`src/rtl/modbus_rtu_rx_frame.sv`:
```
// Modbus RTU receive-frame buffer: collects bytes between frame strobes, checks CRC-16/Modbus,
// filters by slave address and holds an accepted frame for random-access reads until acknowledged.
module modbus_rtu_rx_frame #(
  parameter int DEPTH = 256,
  parameter int AW    = 8
) (
  input  logic          clk,
  input  logic          rst,
  input  logic [7:0]    slave_id,
  input  logic          bcast_en,
  input  logic [7:0]    rx_data_i,
  input  logic          rx_valid_i,
  input  logic          frame_start_i,
  input  logic          frame_end_i,
  output logic          frm_valid_o,
  output logic [AW:0]   frm_len_o,
  output logic          frm_bcast_o,
  input  logic [AW-1:0] rd_addr_i,
  output logic [7:0]    rd_data_o,
  input  logic          frm_ack_i,
  output logic          crc_err_o,
  output logic          len_err_o,
  output logic          drop_o
);

  typedef enum logic [2:0] {IDLE, RECV, CHECK, HOLD, DROP} state_t;

  localparam logic [AW:0] FULL    = (AW+1)'(DEPTH);
  localparam logic [AW:0] MIN_LEN = (AW+1)'(4);

  state_t      state;
  logic [7:0]  mem [DEPTH];
  logic [AW:0] wptr;
  logic [15:0] crc;
  logic        ovf;
  logic        ack_seen;
  logic [7:0]  addr_byte;

  logic        restart;
  logic        byte_in;
  logic        mem_we;
  logic [AW:0] wr_idx;
  logic [15:0] crc_next;

  // Reflected CRC-16/Modbus update by one byte (polynomial 0x8005 -> 0xA001).
  function automatic logic [15:0] crc16_byte(input logic [15:0] c_in, input logic [7:0] b);
    logic [15:0] c;
    c = c_in ^ {8'h00, b};
    for (int i = 0; i < 8; i++) begin
      c = c[0] ? ((c >> 1) ^ 16'hA001) : (c >> 1);
    end
    return c;
  endfunction

  // A start strobe may carry the first byte in the same cycle, so restart and store are merged.
  assign restart  = frame_start_i && (state == IDLE || state == RECV);
  assign byte_in  = rx_valid_i && (restart || state == RECV);
  assign wr_idx   = restart ? '0 : wptr;
  assign mem_we   = byte_in && (wr_idx < FULL);
  assign crc_next = crc16_byte(restart ? 16'hFFFF : crc, rx_data_i);

  // NOTE: the frame buffer has no reset; its contents are only meaningful below frm_len_o.
  always_ff @(posedge clk) begin
    if (mem_we) mem[wr_idx[AW-1:0]] <= rx_data_i;
  end

  always_ff @(posedge clk) begin
    if (rst) begin
      state       <= IDLE;
      wptr        <= '0;
      crc         <= 16'hFFFF;
      ovf         <= 1'b0;
      ack_seen    <= 1'b0;
      addr_byte   <= 8'h00;
      frm_valid_o <= 1'b0;
      frm_len_o   <= '0;
      frm_bcast_o <= 1'b0;
      rd_data_o   <= 8'h00;
      crc_err_o   <= 1'b0;
      len_err_o   <= 1'b0;
      drop_o      <= 1'b0;
    end else begin
      crc_err_o <= 1'b0;
      len_err_o <= 1'b0;
      drop_o    <= 1'b0;

      if (state == HOLD || state == DROP) rd_data_o <= mem[rd_addr_i];

      if (restart) begin
        state <= RECV;
        ovf   <= 1'b0;
        wptr  <= byte_in ? (AW+1)'(1) : '0;
        crc   <= byte_in ? crc_next : 16'hFFFF;
        if (byte_in) addr_byte <= rx_data_i;
      end else begin
        case (state)
          RECV: begin
            if (byte_in) begin
              crc <= crc_next;
              if (mem_we) wptr <= wptr + (AW+1)'(1);
              else        ovf  <= 1'b1;
              if (wptr == '0) addr_byte <= rx_data_i;
            end
            if (frame_end_i) state <= CHECK;
          end
          CHECK: begin
            state <= IDLE;
            if (ovf || wptr < MIN_LEN) begin
              len_err_o <= 1'b1;
            end else if (crc != 16'h0000) begin
              crc_err_o <= 1'b1;
            end else if (addr_byte == slave_id || (addr_byte == 8'h00 && bcast_en)) begin
              state       <= HOLD;
              frm_valid_o <= 1'b1;
              frm_len_o   <= wptr;
              frm_bcast_o <= (addr_byte == 8'h00);
            end
          end
          HOLD: begin
            if (frm_ack_i) begin
              state       <= IDLE;
              frm_valid_o <= 1'b0;
            end else if (frame_start_i) begin
              state    <= DROP;
              ack_seen <= 1'b0;
            end
          end
          DROP: begin
            // An ack here releases the buffer at once; the dropped frame still runs to its end.
            if (frm_ack_i) begin
              ack_seen    <= 1'b1;
              frm_valid_o <= 1'b0;
            end
            if (frame_end_i) begin
              drop_o <= 1'b1;
              state  <= (ack_seen || frm_ack_i) ? IDLE : HOLD;
            end
          end
          default: state <= IDLE;
        endcase
      end
    end
  end

endmodule

```
`config.mk`:
```
export PLATFORM = sky130hd
export DESIGN_NAME = modbus_rtu_rx_frame
export DESIGN_NICKNAME = d
export VERILOG_FILES = /design/src/rtl/modbus_rtu_rx_frame.sv
export SDC_FILE = /design/constraint.sdc
export NUM_CORES = 2
export LEC_CHECK = 0
export BUFFER_PORTS_ARGS = -buffer_cell sky130_fd_sc_hd__buf_2
export CAP_MARGIN = 10
export CORE_ASPECT_RATIO = 1.25
export CORE_UTILIZATION = 40
export CTS_CLUSTER_SIZE = 12
export DETAILED_ROUTE_END_ITERATION = 10
export PLACE_DENSITY_LB_ADDON = 0.2
export SETUP_SLACK_MARGIN = 0.3
export SLEW_MARGIN = 15
export SYNTH_ARGS = -nofsm -noshare
export SYNTH_HDL_FRONTEND = slang
export SYNTH_SLANG_ARGS = --single-unit
```
`constraint.sdc`:
```
create_clock -name clk -period 6.1 [get_ports clk]
set_clock_uncertainty 0.2 [all_clocks]
set_input_delay 0.305 -clock clk [delete_from_list [all_inputs] [get_ports clk]]
set_output_delay 0.305 -clock clk [all_outputs]
set_load 0.005 [all_outputs]
```
==> impl_results.md <==
- Outcome: finished clean
- Synth cell count leaders: edfxtp_1, mux4_2, nor2_1, mux2i_1, nand2_1
- Fin crit share: 72.8%
- Multiplexer share of the synthesized area: 14.4%
- Post-synth top area share: 74.6%
- Vias per std cell: 5.70
- Worst-Skew Late Latency: 0.84 ns
- FILL cells: 17292
- Die Wd: 408 um
- Routed wire per std cell: 29.7 um
- Dominant cells by area after synthesis: edfxtp_1, mux4_2, mux2i_1
- Bufs and invs on worst path: 0
- Max VDD drop: 0.000225 V
- Num CTS Buffers: 207
- Hold Vio Cnt, Final: 0
- YS warnings: 0
- Ports: 53
- Area of the multi-input gates: 0.0183 mm2
- Vias: 40812
- Sink Count: 2108
- Antenna viol nets, final: 0
- Synth Area in Compound Gates: 3.67%
- Largest family of logic cells by synthesized area: multiplexers
- Synthesized-area fraction occupied by adder cells: 0.0304%
- Gp weighted congestion: 0.840
- Worst min-delay path category: in2reg
- Tightest Pin Transition: 1.16 ns
- Crit start category: register
- Total power: 29000 uW
- Max-cap violation count: 0
- Hold_ws: 0.120 ns
- Layout Nets: 4352
- DRT iter0 DRCs: 4092
- Unrepaired setup endpoints after global routing: false
- FMAX: 0.225 GHz
- Vias in the first global route: 41740
- Placement Rows: 185
- Primary FF master, synth: edfxtp_1
- Setup TNS: 0 ns
- Starting density of the core: 40.4%
- Die area: 0.208 mm2
- LEAKAGE: 0.0286 uW
- Sequential cell area: 0.0627 mm2
- CP delay by family, top: simple AND/OR/NAND/NOR gates
- Layout cell share with drive strength beyond 1: 18.6%
- Crit Path Category: reg2reg
- Post-CTS Setup Inserts: 0
- Root buffer cell: clkbuf_16
- Worst EP required: 6.35 ns
- Pin count of the biggest net entering global routing: 173
- Drt pass-1 iters: 5
- DRC: 0
- Mapped Cells: 4208
- Synth Net Count: 4241
- Critical path cell sequence: nor2b_2, nand3_2, nor2_4, nand2_1, nor3b_1, nand2_2, nor2_1
- H-tree Lvls: 4
- CP max stage cell: nor2_1
- Final Critical Period: 4.44 ns
- Max-slew violation count: 0
- Yosys reg bits: 2108
- Reg clk slew, reported paths: 0.06 ns
- XOR/XNOR Fraction of Synth Area: 0.522%
- First-pass GRT wire length: 308000 um
- Leading area contributor after synthesis: edfxtp_1
- Slew headroom: 22.1%
- CTS tree: yes
- Worst setup EP type: register
- Dpl cells: 6803
- Simple-gate share of the synthesized area: 3.54%
- Crit path DAT: 4.69 ns
- Post-synth cell types: 64
- Port Buf Inserts: 52
- Area Overhead vs Synth: 11.4%
- Crit-path max FO: 16
- Crit-path max cell delay: 1.01 ns
- Core Region: 0.204 mm2
- EDFF count, synth: 2048
- Final cell count without fillers: 7164
- Cell Area, Synth: 0.0824 mm2
- Avg Inst Size Synth: 19.6 um2
- Post-route cell area: 0.0918 mm2
- Power density over the cells: 316 mW/mm2
- Max clock buf depth: 3
- HPWL after DPL: 128000 um
- Die height: 509 um
- Total track usage: 20.5%
- Initial antenna violation count: 12
- Endpoints failing setup: 0
- Routed WL: 213000 um
- Total grt overflow: 0
- Ys async rst share: 0%
- Most numerous cell in the Yosys netlist: edfxtp_1
- Placed cell area: 0.0857 mm2
- Register area share after synthesis: 76.1%
[area by class of cell]
type | instances | share of cell area, %
Antenna cell | 7 | 0.0191
Clock buffer | 290 | 6.18
Inverter | 6 | 0.0245
Sequential cell | 2108 | 68.3
Tap cell | 2711 | 3.69
Multi-Input combinational cell | 1836 | 20.0
Clock inverter | 46 | 0.305
Timing Repair Buffer | 160 | 1.53
[routing by layer]
layer,wire (um),GRT usage (%),vias up
met5,8,0,-
li1,-,-,17451
met3,12100,3.02,289
met4,5140,5.83,2
met2,107000,34.5,1364
met1,88800,27.7,21706
[cell families after synthesis]
logic type	count (synthesis)
muxes	700
xor gates and xnor gates	46
and+or+nand+nor	661
adders and majority gates	2
buffers and inverters	264
DFF	2108
AOI/OAI and AO/OA	427
[where the power goes]
part | switching [uW] | internal, uW | total (uW) | leakage [uW]
sequential | 16.4 | 15900 | 15900 | 0.0189
combinational | 929 | 492 | 1420 | 0.00679
clock | 5220 | 6470 | 11700 | 0.00289
[timing repair]
action                                 4_1_cts  5_1_grt
gates resized for setup                      0        0
hold buffers                                18        0
endpoints found under the hold margin      536        0
[registers in the layout, indices dropped and copies added, names as in the netlist]
| register | cells |
|---|---|
| frm_len_o | 9 |
| rd_data_o | 8 |
| ack_seen | 1 |
| frm_bcast_o | 1 |
| ovf | 1 |
| len_err_o | 1 |
| state | 3 |
| crc | 16 |
| mem | 2048 |
| wptr | 9 |
| crc_err_o | 1 |
| frm_valid_o | 1 |
| drop_o | 1 |
| addr_byte | 8 |
[per-stage QoR]
| step | setup slack [ns] | util, % |
|---|---|---|
| finish | 1.66 | 45.0 |
| global route | 1.56 | 45.0 |
| CTS | 1.72 | 45.0 |
| detailed placement | 1.39 | 42.0 |
| global placement | 1.45 | 42.0 |
| floorplan | 3.12 | - |
[worst register-to-register path: stages, from the launching register on]
cell and delay, ns:
dfxtp_1 0.51, nor2b_2 0.32, nand3_2 0.25, nor2_4 0.29
nand2_1 0.17, nor3b_1 0.48, nand2_2 0.80, nor2_1 1.04
[worst paths after layout]
| kind | from | to | slack, ns | cells after the start |
|---|---|---|---|---|
| min | rd_addr_i[6] | rd_data_o[4] | 0.12 | 4 |
| max | state[0] | mem[132][7] | 1.66 | 7 |
| min reg2reg | frm_bcast_o | frm_bcast_o | 0.26 | 2 |
| max reg2reg | state[0] | mem[132][7] | 1.66 | 7 |
[cells in the final DEF, fill, tap and decap left out, types with 8 or more instances in the layout]
master	netlist	routed
nor3_1	47	47
clkinv_1	0	29
nand3_1	43	43
xnor2_1	33	33
a211oi_1	33	33
buf_12	1	15
xor2_1	11	11
edfxtp_1	2048	2048
clkbuf_1	122	70
buf_8	4	10
dlygate4sd3_1	0	18
a21oi_1	81	80
dfxtp_1	60	60
a22oi_1	130	130
buf_4	28	77
mux2_2	35	35
a221oi_1	21	21
mux2i_1	283	283
clkinv_2	0	8
clkbuf_16	0	213
buf_2	53	40
nor2_1	334	332
nand4_1	26	26
o21ai_0	10	10
o221ai_1	51	51
mux4_2	382	382
a22o_1	8	8
and2_1	10	9
o22ai_1	53	53
nand2b_1	13	12
a31oi_1	20	20
nand2_1	132	128
No activity file was read; power rests on OpenSTA's default activity.
